### src/rtl/periph_bus_arbiter.sv
// Peripheral bus arbiter: the CPU data port (M0) and a secondary master
// (M1, DMA/debug) share one zero-latency peripheral/data-memory bus.
// M0 normally wins. M1 gets the bus when M0 is idle, when M1 has been
// starved for MAX_WAIT cycles (one beat only), or while M1 holds a locked
// burst of at most BURST_MAX beats.
module periph_bus_arbiter #(
   parameter int MAX_WAIT  = 4,
   parameter int BURST_MAX = 8
) (
   input  logic        cpu_clk,
   input  logic        reset,
   input  logic        m0_rd,
   input  logic        m0_wr,
   input  logic [31:0] m0_addr,
   input  logic [31:0] m0_wdata,
   output logic [31:0] m0_rdata,
   output logic        m0_stall,
   input  logic        m1_req,
   input  logic        m1_rd,
   input  logic        m1_wr,
   input  logic        m1_lock,
   input  logic [31:0] m1_addr,
   input  logic [31:0] m1_wdata,
   output logic [31:0] m1_rdata,
   output logic        m1_ack,
   output logic        rd,
   output logic        wr,
   output logic [31:0] addr,
   output logic [31:0] wdata,
   input  logic [31:0] rdata
);

   localparam int WW = $clog2(MAX_WAIT + 2);
   localparam int BW = $clog2(BURST_MAX + 2);

   typedef enum logic {
      IDLE,
      M1_LOCK
   } state_t;

   state_t          state;
   logic [WW-1:0]   wait_cnt;
   logic [BW-1:0]   beat_cnt;
   logic            yield_m0;

   logic            m0_req;
   logic            starve;
   logic            hold_off;
   logic            gnt0;
   logic            gnt1;
   logic            last_beat;

   // Grant decision; everything is gated by reset so no beat is issued while
   // reset is held, and a pending forced yield keeps M1 off the bus for M0.
   always_comb begin
      m0_req    = m0_rd | m0_wr;
      starve    = (wait_cnt >= WW'(MAX_WAIT));
      hold_off  = yield_m0 & m0_req;
      gnt1      = reset & m1_req & ~hold_off
                  & (~m0_req | starve | (state == M1_LOCK));
      gnt0      = reset & m0_req & ~gnt1;
      last_beat = (beat_cnt >= BW'(BURST_MAX - 1));
   end

   // Bus mux: the granted master drives the shared bus in the same cycle;
   // an M1 read+write collapses to a write so a read side effect never fires.
   always_comb begin
      rd       = 1'b0;
      wr       = 1'b0;
      addr     = 32'd0;
      wdata    = 32'd0;
      m0_rdata = 32'd0;
      m1_rdata = 32'd0;
      if (gnt1) begin
         rd       = m1_rd & ~m1_wr;
         wr       = m1_wr;
         addr     = m1_addr;
         wdata    = m1_wdata;
         m1_rdata = rdata;
      end else if (gnt0) begin
         rd       = m0_rd;
         wr       = m0_wr;
         addr     = m0_addr;
         wdata    = m0_wdata;
         m0_rdata = rdata;
      end
      m0_stall = m0_req & ~gnt0;
      m1_ack   = gnt1;
   end

   // Starvation counter, burst lock FSM and the one-cycle M0 yield after a
   // burst is cut off at BURST_MAX beats.
   always_ff @(posedge cpu_clk or negedge reset) begin
      if (!reset) begin
         state    <= IDLE;
         wait_cnt <= '0;
         beat_cnt <= '0;
         yield_m0 <= 1'b0;
      end else begin
         yield_m0 <= 1'b0;

         if (m1_req && !gnt1) begin
            if (!starve) begin
               wait_cnt <= wait_cnt + WW'(1);
            end
         end else begin
            wait_cnt <= '0;
         end

         case (state)
            IDLE: begin
               if (gnt1 && m1_lock) begin
                  if (BURST_MAX <= 1) begin
                     yield_m0 <= 1'b1;
                  end else begin
                     state    <= M1_LOCK;
                     beat_cnt <= BW'(1);
                  end
               end
            end
            M1_LOCK: begin
               if (!m1_req || !m1_lock) begin
                  state    <= IDLE;
                  beat_cnt <= '0;
               end else if (last_beat) begin
                  state    <= IDLE;
                  beat_cnt <= '0;
                  yield_m0 <= 1'b1;
               end else begin
                  beat_cnt <= beat_cnt + BW'(1);
               end
            end
            default: begin
               state    <= IDLE;
               beat_cnt <= '0;
            end
         endcase
      end
   end

endmodule

### config.mk
export PLATFORM = sky130hd
export DESIGN_NAME = periph_bus_arbiter
export DESIGN_NICKNAME = d
export VERILOG_FILES = /design/src/rtl/periph_bus_arbiter.sv
export SDC_FILE = /design/constraint.sdc
export NUM_CORES = 1
export LEC_CHECK = 0
export CORE_AREA = 2 2 117 119
export CTS_CLUSTER_SIZE = 10
export DETAILED_ROUTE_END_ITERATION = 6
export DIE_AREA = 0 0 119 121
export MAX_ROUTING_LAYER = met4
export PLACE_DENSITY = 0.68
export SETUP_SLACK_MARGIN = 0.02
export SYNTH_ARGS = -nofsm -noshare
export SYNTH_HDL_FRONTEND = slang
export SYNTH_SLANG_ARGS = --single-unit
export TNS_END_PERCENT = 1
### constraint.sdc
create_clock -name cpu_clk -period 2.1 [get_ports cpu_clk]
set_clock_uncertainty 0.15 [all_clocks]
set_input_delay 0.42 -clock cpu_clk [delete_from_list [all_inputs] [get_ports cpu_clk]]
set_output_delay 0.42 -clock cpu_clk [all_outputs]
set_load 0.1 [all_outputs]
==> impl_metrics.toml, run 1 <==
[grt]
grtUsageTotal_pct = 19.0
grt_max_degree = 83
antenna_found_initial = 2
grt_overflow = 0
grt_pass1_wl_mm = 21.1
grt_pass1_vias = 3815

[die]
die_w_um = 119
die-area_um2 = 14400
io_pins = 300
core_um2 = 13100
rows = 42
die_h_um = 121
initial_core_util_pct = 15.5

[routing]
via_per_inst = 4.58
drt-total-wl_mm = 15.1
dr.pass1.iters = 4
post_drt_wl_per_cell_um = 18.0
drcViolationCount = 0
vias = 3841
ant_nets = 0
drt-initial-drc-count = 142

[sta]
fmax_ghz = 0.410
layout_setup_ws_ns = -0.341
drv_slew = 0
rsz0062_at_grt = "yes"
worst_slew_pin_slew_ns = 0.315
setup_viol = 132
slew_headroom_pct = 79.0
fin_crit_sh_pct = 116
period_needed_ns = 2.44
final-hold-violation-count = 0

[cts]
ctsHoldBuffers = 0
clockRootBuffer = "clkbuf_16"
clk_pin_slew_ns = 0.04
cts_tree = "yes"
htreeDepth = 1
numCtsBuffers = 3
cts_buffer_depth = 2
clk_latency_ns = 0.23
cts.sinks = 9

[power]
power.net_switching_mw = 1.86
power_density_nw_per_um2 = 471
combPwrFrac_pct = 84.2
vdd_ir_drop_max_mv = 0.285
total_power_mw = 3.54
power_frac_clock_pct = 9.4
p_int_mw = 1.68
pwr-share-seq_pct = 6.4
power.leakage_nw = 3.10
swShare_pct = 52.7

[synth]
syn_area_per_cell_um2 = 5.74
ys_seq_area_share_pct = 11.1
synthDistinctLibCells = 29
ys_ff_latch = 9
synth_top_area_share_pct = 24.4
synth.cell_area_um2 = 2030
syn_inst = 354
netlist_top_cells_area = "nand2_1 24%, o22ai_1 20%, and2_1 20%"
yosysTopAreaCell = "nand2_1"
yosysWarnings = 0
synth_nets = 525

[worst_setup_path]
worstSetupPathType = "reg -> out"
setup.worst_path.end_class = "output port"
cp.required_ns = 1.53
critPathMaxFanout = 14
startpoint_type = "register"
arrival_ns = 1.87

[outcome]
outcome = "finished with violations"
violations = "negative setup slack"

[hold_path]
hp-class = "in -> async"

[final_layout]
drive_above_1_share_pct = 44.8
final-seq-area_um2 = 225
n_fill_cell = 1069
area_growth_pct = 270
multi_input_area_um2 = 2100
final_cells = 839
nNetsFinal = 833

[place]
place_congestion = 0.790
hpwl_mm = 11.0
numPortBuffers = 299
dp.cells = 812

[flow_run]
cap_viol_max_count = 0
-- critical path, stage by stage, from the launching register on --
cell and delay, ns:
dfrtp_1 0.44, o21ba_4 0.24, buf_4 0.14, o21ai_4 0.19
buf_6 0.15, buf_12 0.15, o22ai_1 0.12, buf_12 0.19
-- power groups by stage --
stage                     registers [mW]  clock network (mW)  logic (mW)
final                              0.228               0.332        2.98
after global routing               0.230               0.353        3.08
after CTS                          0.226               0.342        2.86
after detailed placement           0.229                   0        2.75
after global placement             0.223                   0        2.71
after floorplan                    0.222                   0        1.57
-- sequential cells by signal (all words and copies together), names as in the netlist --
register	flops
beat_cnt	4
wait_cnt	3
yield_m0	1
state	1
-- what timing repair did --
action	CTS	global route
buffers inserted	7	6
pin swaps	6	11
endpoints found under the setup margin	132	132
resized for setup	84	45
gates cloned	4	4
-- final timing paths --
check	end	slack [ns]	startpoint	cells after the start
max in group asynchronous	beat_cnt[2]	1.55	reset	2
hold reg to reg	yield_m0	0.39	beat_cnt[3]	2
min in group cpu_clk	yield_m0	0.39	beat_cnt[3]	2
setup / recovery	addr[19]	-0.34	wait_cnt[2]	7
setup reg to reg	state	0.36	wait_cnt[2]	6
hold / removal	wait_cnt[1]	0.03	reset	2
-- placed cells by master, fill, tap and decap left out, drive strengths merged, types with 4 or more instances in the layout --
| cell | Yosys | final |
|---|---|---|
| buf | 19 | 171 |
| o21ai | 9 | 9 |
| nand2 | 132 | 132 |
| o22ai | 65 | 65 |
| clkbuf | 16 | 7 |
| clkdlybuf4s50 | 0 | 163 |
| nand3 | 4 | 4 |
| dfrtp | 9 | 9 |
| a21oi | 6 | 6 |
| inv | 4 | 4 |
| nand2b | 4 | 4 |
| and2 | 64 | 64 |
-- per-stage QoR --
| step | hold slack, ns | cell area, um2 | setup slack, ns | utilization (%) | TNS [ns] |
|---|---|---|---|---|---|
| floorplan | -0.0256 | 2100 | -1.14 | - | -94.83 |
| global placement | 0.283 | 6710 | -0.606 | 51.3 | -59.68 |
| detailed placement | 0.288 | 6710 | -0.643 | 51.3 | -65.14 |
| CTS | 0.0396 | 7140 | -0.346 | 54.6 | -34.06 |
| global route | 0.0542 | 7520 | -0.408 | 57.5 | -45.31 |
| finish | 0.0348 | 7520 | -0.341 | 57.5 | -37.83 |
-- synthesized netlist by cell type --
cell and instances:
o21bai_2 1, and4b_1 1, a32o_1 1, nand2b_1 4
xor2_1 1, a21oi_1 6, dfrtp_1 9, ha_1 3
a211oi_4 1, clkbuf_1 16, o21ai_0 7, nand2_1 132
o21ba_2 1, a211oi_2 1, nand3b_1 1, o22ai_1 65
nor2b_1 3, nand3_1 4, a211o_1 1, inv_1 4
nor3_1 2, or2_1 1, and2_1 64, o21ai_1 1
o21ai_2 1, nor2_1 3, mux2i_1 1, buf_2 16
buf_6 3
-- area by class of cell --
class	instances	share of cell area (%)
sequential	9	2.99
multi-input combinational	306	27.9
inverter	4	0.200
tap	176	2.93
timing repair buffer	338	64.8
antenna	2	0.0665
clock buffer	4	1.05
-- metal layers --
layer	global-route usage [%]	vias up	share of wire [%]	wire length (um)
met3	4.14	26	7.0	1060
li1	-	1815	-	-
met1	19.4	1780	37	5500
met4	6.47	0	2.8	417
met2	35.8	220	54	8090
met5	-	-	0	0
-- logic make-up after synthesis --
family          count (synthesis)  share of synthesized area, %
compound gates                 86                          27.4
mux                             1                         0.492
fa+ha+maj                       3                          1.85
flops                           9                          11.1
buf+inv                        39                          9.29
xor+xnor                        1                         0.431
simple gates                  215                          49.4
(Power assumes the default switching activity.)
==> inputs of run 2 (changes only) <==
--- a/config.mk
+++ b/config.mk
@@ -5,12 +5,12 @@
 export SDC_FILE = /design/constraint.sdc
 export NUM_CORES = 1
 export LEC_CHECK = 0
-export CORE_AREA = 2 2 117 119
+export CORE_AREA = 4 4 115 117
 export CTS_CLUSTER_SIZE = 10
 export DETAILED_ROUTE_END_ITERATION = 6
 export DIE_AREA = 0 0 119 121
 export MAX_ROUTING_LAYER = met4
-export PLACE_DENSITY = 0.68
+export PLACE_DENSITY = 0.72
 export SETUP_SLACK_MARGIN = 0.02
 export SYNTH_ARGS = -nofsm -noshare
 export SYNTH_HDL_FRONTEND = slang
==> impl_metrics.toml, run 2 (synthesis results as in run 1) <==
[power]
combPwrFrac_pct = 84.8
p_int_mw = 1.75
swShare_pct = 52.8
total_power_mw = 3.71
power.net_switching_mw = 1.96
power_frac_clock_pct = 9.1
vdd_ir_drop_max_mv = 0.228
power.leakage_nw = 3.16
pwr-share-seq_pct = 6.2
power_density_nw_per_um2 = 471

[die]
die_w_um = 119
io_pins = 300
core_um2 = 12400
die_h_um = 121
rows = 41
initial_core_util_pct = 16.4
die-area_um2 = 14400

[sta]
finalSetupTns_ns = -25.48
fin_crit_sh_pct = 113
setup_viol = 131
slew_headroom_pct = 77.7
period_needed_ns = 2.37
worst_slew_pin_slew_ns = 0.334
drv_slew = 0
layout_setup_ws_ns = -0.269
fmax_ghz = 0.422
final-hold-violation-count = 0
rsz0062_at_grt = "yes"

[final_layout]
area_growth_pct = 287
largest_register_ffs = 4
final_cells = 837
final_cell_area_um2 = 7870
top_regs = "beat_cnt: 4 flops, wait_cnt: 3 flops"
drive_above_1_share_pct = 48.0
layout_commonest_cell = "clkdlybuf4s50_1"
top_register = "beat_cnt"
layout_common_cells = "163 x clkdlybuf4s50_1, 139 x buf_12, 132 x nand2_1, 62 x and2_4, 40 x o22ai_2"
nNetsFinal = 836

[worst_setup_path]
arrival_ns = 1.80
critPathMaxFanout = 7
worstSetupPathType = "reg -> out"
startpoint_type = "register"
setup.worst_path.end_class = "output port"
cp.required_ns = 1.53

[cts]
cts.sinks = 9
ctsHoldBuffers = 0
cts_tree = "yes"
clockRootBuffer = "clkbuf_16"
numCtsBuffers = 3
clk_pin_slew_ns = 0.04
clk_latency_ns = 0.23
htreeDepth = 1
cts_buffer_depth = 2

[routing]
drt-total-wl_mm = 16.6
dr.pass1.iters = 4
vias = 3907
via_per_inst = 4.67
ant_nets = 0
drcViolationCount = 0
drt-initial-drc-count = 132
post_drt_wl_per_cell_um = 19.9

[place]
hpwl_mm = 11.2
place_congestion = 0.789
post-place-ws_ns = -0.602
dp.cells = 811
placedInstanceArea_um2 = 6690
numPortBuffers = 299

[grt]
antenna_found_initial = 1
grtUsageTotal_pct = 21.2
grt_pass1_vias = 4121
grt_max_degree = 59
grt_pass1_wl_mm = 23.5
grt_overflow = 0

[outcome]
violations = "negative setup slack"
outcome = "finished with violations"

[flow_run]
cap_viol_max_count = 0

[hold_path]
hp-class = "reg -> reg"
==> run 2: cell types whose count changed in the layout (fill, tap and decap cells not counted), moves of 2 or more <==
cell,before,now
and2_4,64,62
o22ai_1,22,2
buf_6,7,12
dfrtp_2,0,2
buf_12,142,139
dfrtp_1,9,7
o22ai_2,43,40
and2_1,0,2
buf_16,4,7
o22ai_4,0,23
==> run 2: stage by stage <==
step / hold WS (ns) / util (%)
after floorplan: -0.0256 / -
after global placement: 0.351 / 54.1
after detailed placement: 0.366 / 54.1
after CTS: 0.433 / 61.7
after global routing: 0.465 / 63.6
final: 0.433 / 63.6
==> run 2: worst paths after layout <==
path | to | slack (ns) | startpoint | cells past startpoint
min in group asynchronous | yield_m0 | 0.45 | reset | 3
hold reg to reg | yield_m0 | 0.43 | beat_cnt[3] | 2
setup reg to reg | wait_cnt[0] | 0.49 | wait_cnt[2] | 6
setup / recovery | wdata[22] | -0.27 | wait_cnt[2] | 6
max in group asynchronous | wait_cnt[2] | 1.19 | reset | 3
hold / removal | yield_m0 | 0.43 | beat_cnt[3] | 2
==> run 2: power by group through the flow <==
| stage | combinational [mW] | sequential, mW | clock, mW |
|---|---|---|---|
| floorplan | 1.57 | 0.222 | 0 |
| global placement | 2.70 | 0.224 | 0 |
| detailed placement | 2.73 | 0.229 | 0 |
| CTS | 3.04 | 0.228 | 0.338 |
| global route | 3.23 | 0.233 | 0.349 |
| finish | 3.14 | 0.229 | 0.336 |
==> run 2: layout make-up <==
| cell class | instances | area (um2) |
|---|---|---|
| timing repair buffer | 341 | 4930 |
| tap | 172 | 215 |
| inverter | 4 | 15.0 |
| clock buffer | 4 | 78.8 |
| fill | 902 | 4500 |
| multi-input combinational | 306 | 2390 |
| antenna | 1 | 2.50 |
| sequential | 9 | 228 |
==> run 2: critical path: stages (launching register included) <==
cell and delay, ns:
dfrtp_2 0.43, o21bai_4 0.23, o21ai_4 0.09, buf_8 0.15
buf_12 0.15, o22ai_1 0.28, buf_12 0.22
==> run 2: timing repair <==
action                     4_1_cts  5_1_grt
setup endpoints to repair      132      132
cloned                           8        2
pin swaps                       56       27
resized for setup              151       29
setup buffers                    9        3
==> run 2: routing by layer <==
layer / routed length [um] / share of wire, % / GRT usage (%) / up-vias
met3: 1120 / 6.7 / 3.59 / 32
li1: - / - / - / 1817
met5: 0 / 0 / - / -
met4: 544 / 3.3 / 6.81 / 0
met1: 5830 / 35 / 22.3 / 1806
met2: 9140 / 55 / 40.3 / 252
==> inputs of run 3 (changes only) <==
--- a/config.mk
+++ b/config.mk
@@ -5,12 +5,15 @@
 export SDC_FILE = /design/constraint.sdc
 export NUM_CORES = 1
 export LEC_CHECK = 0
-export CORE_AREA = 4 4 115 117
+export CELL_PAD_IN_SITES_DETAIL_PLACEMENT = 2
+export CELL_PAD_IN_SITES_GLOBAL_PLACEMENT = 2
+export CORE_ASPECT_RATIO = 1.75
+export CORE_MARGIN = 4
+export CORE_UTILIZATION = 10
 export CTS_CLUSTER_SIZE = 10
 export DETAILED_ROUTE_END_ITERATION = 6
-export DIE_AREA = 0 0 119 121
 export MAX_ROUTING_LAYER = met4
-export PLACE_DENSITY = 0.72
+export PLACE_DENSITY = 0.95
 export SETUP_SLACK_MARGIN = 0.02
 export SYNTH_ARGS = -nofsm -noshare
 export SYNTH_HDL_FRONTEND = slang
==> impl_metrics.toml, run 3 (synthesis results as in run 1) <==
[final_layout]
layout_common_cells = "163 x clkdlybuf4s50_1, 142 x buf_12, 132 x nand2_1, 60 x and2_4, 60 x o22ai_2"
n_fill_cell = 2043
layout_commonest_cell = "clkdlybuf4s50_1"
largest_register_ffs = 4
post-route-util_pct = 39.2
nNetsFinal = 839
drive_above_1_share_pct = 47.8
area_growth_pct = 284
top_regs = "beat_cnt: 4 flops, wait_cnt: 3 flops"
final_cells = 912
n_antenna_cell = 0
top_register = "beat_cnt"

[worst_setup_path]
worstSetupPathType = "reg -> out"
setup.worst_path.end_class = "output port"
max_stage_delay_ns = 0.41
cp_slowest_cell = "dfrtp_1"
arrival_ns = 1.93
crit_top_cell = "buf_12"
cp.required_ns = 1.53
startpoint_type = "register"
critPathMaxFanout = 5
cp_cell_sequence = "buf_6 > o21bai_4 > a211oi_4 > buf_6 > buf_12 > buf_12 > a32o_2 > buf_12"

[cts]
cts_tree = "yes"
ctsHoldBuffers = 0
cts.sinks = 9
htreeDepth = 1
cts_buffer_depth = 2
clk_latency_ns = 0.24
numCtsBuffers = 3
clockRootBuffer = "clkbuf_16"
clk_pin_slew_ns = 0.04

[flow_run]
cap_viol_max_count = 0

[die]
die-area_um2 = 22800
initial_core_util_pct = 10.2
die_w_um = 116
core_um2 = 19900
rows = 68
die_h_um = 197
io_pins = 300

[routing]
vias = 3999
drcViolationCount = 0
dr.pass1.iters = 4
post_drt_wl_per_cell_um = 21.9
drt-initial-drc-count = 97
drt-total-wl_mm = 20.0
via_per_inst = 4.38
ant_nets = 0

[place]
numPortBuffers = 299
hpwl_mm = 14.1
dp.cells = 890
place_congestion = 0.779

[sta]
worst_slew_pin_slew_ns = 0.355
fin_crit_sh_pct = 119
fmax_ghz = 0.400
final-hold-violation-count = 0
drv_slew = 0
finalSetupTns_ns = -40.35
slew_headroom_pct = 76.3
period_needed_ns = 2.50
layout_setup_ws_ns = -0.400
setup_viol = 132
rsz0062_at_grt = "yes"

[grt]
grt_max_degree = 75
grtUsageTotal_pct = 17.4
antenna_found_initial = 0
grt_pass1_vias = 4744
grt_pass1_wl_mm = 29.6
grt_overflow = 0

[power]
power.leakage_nw = 3.17
power_density_nw_per_um2 = 467
vdd_ir_drop_max_mv = 0.226

[outcome]
violations = "negative setup slack"
outcome = "finished with violations"

[hold_path]
hp-class = "in -> async"
run 3: worst max-delay path: cells and delay by family (launching register included):
family / cells / cell delay (ns)
buffers and inverters: 5 / 0.72
AOI/OAI and AO/OA: 3 / 0.56
DFF: 1 / 0.41
run 3: path summary, 6_finish.rpt:
path / from / end / slack [ns] / depth (start not counted)
setup / recovery: wait_cnt[2] / wr / -0.40 / 8
setup reg to reg: wait_cnt[2] / beat_cnt[0] / 0.35 / 6
hold / removal: reset / beat_cnt[0] / 0.18 / 3
min in group cpu_clk: beat_cnt[1] / beat_cnt[1] / 0.42 / 2
max in group asynchronous: reset / wait_cnt[0] / 1.50 / 3
hold reg to reg: beat_cnt[1] / beat_cnt[1] / 0.42 / 2
run 3: metal layers:
| layer | GRT usage [%] | part of all wire [%] | up-vias |
|---|---|---|---|
| met3 | 2.95 | 7.5 | 30 |
| met1 | 16.7 | 31 | 1909 |
| met4 | 4.04 | 2.8 | 0 |
| met2 | 34.8 | 58 | 243 |
| li1 | - | - | 1817 |
| met5 | - | 0 | - |
run 3: timing repair:
item | CTS | global route
resized for setup | 150 | 5
pin swaps | 53 | 4
buffers inserted | 12 | 1
gates cloned | 5 | 0
endpoints found under the setup margin | 132 | 132
run 3: final cells by class:
class / instances / area (um2) / share of cell area [%]
clock buffers: 4 / 78.8 / 1.01
inverters: 4 / 15.0 / 0.192
multi-input cells: 306 / 2250 / 28.8
flip-flops and latches: 9 / 225 / 2.88
well taps: 245 / 307 / 3.92
repair buffers: 344 / 4940 / 63.2
run 3: report_power, final:
group	switching, mW	internal [mW]
Clock	0.0872	0.254
Sequential	0.0292	0.199
Combinational	1.83	1.25
run 3: per-stage QoR:
| stage | power (mW) | worst slack [ns] | area (um2) | hold WS (ns) |
|---|---|---|---|---|
| floorplan | 1.79 | -1.14 | 2100 | -0.0256 |
| global placement | 2.96 | -0.631 | 6870 | 0.358 |
| detailed placement | 3.02 | -0.671 | 6870 | 0.382 |
| CTS | 3.64 | -0.308 | 7780 | 0.190 |
| global route | 3.78 | -0.446 | 7810 | 0.203 |
| finish | 3.65 | -0.400 | 7810 | 0.181 |
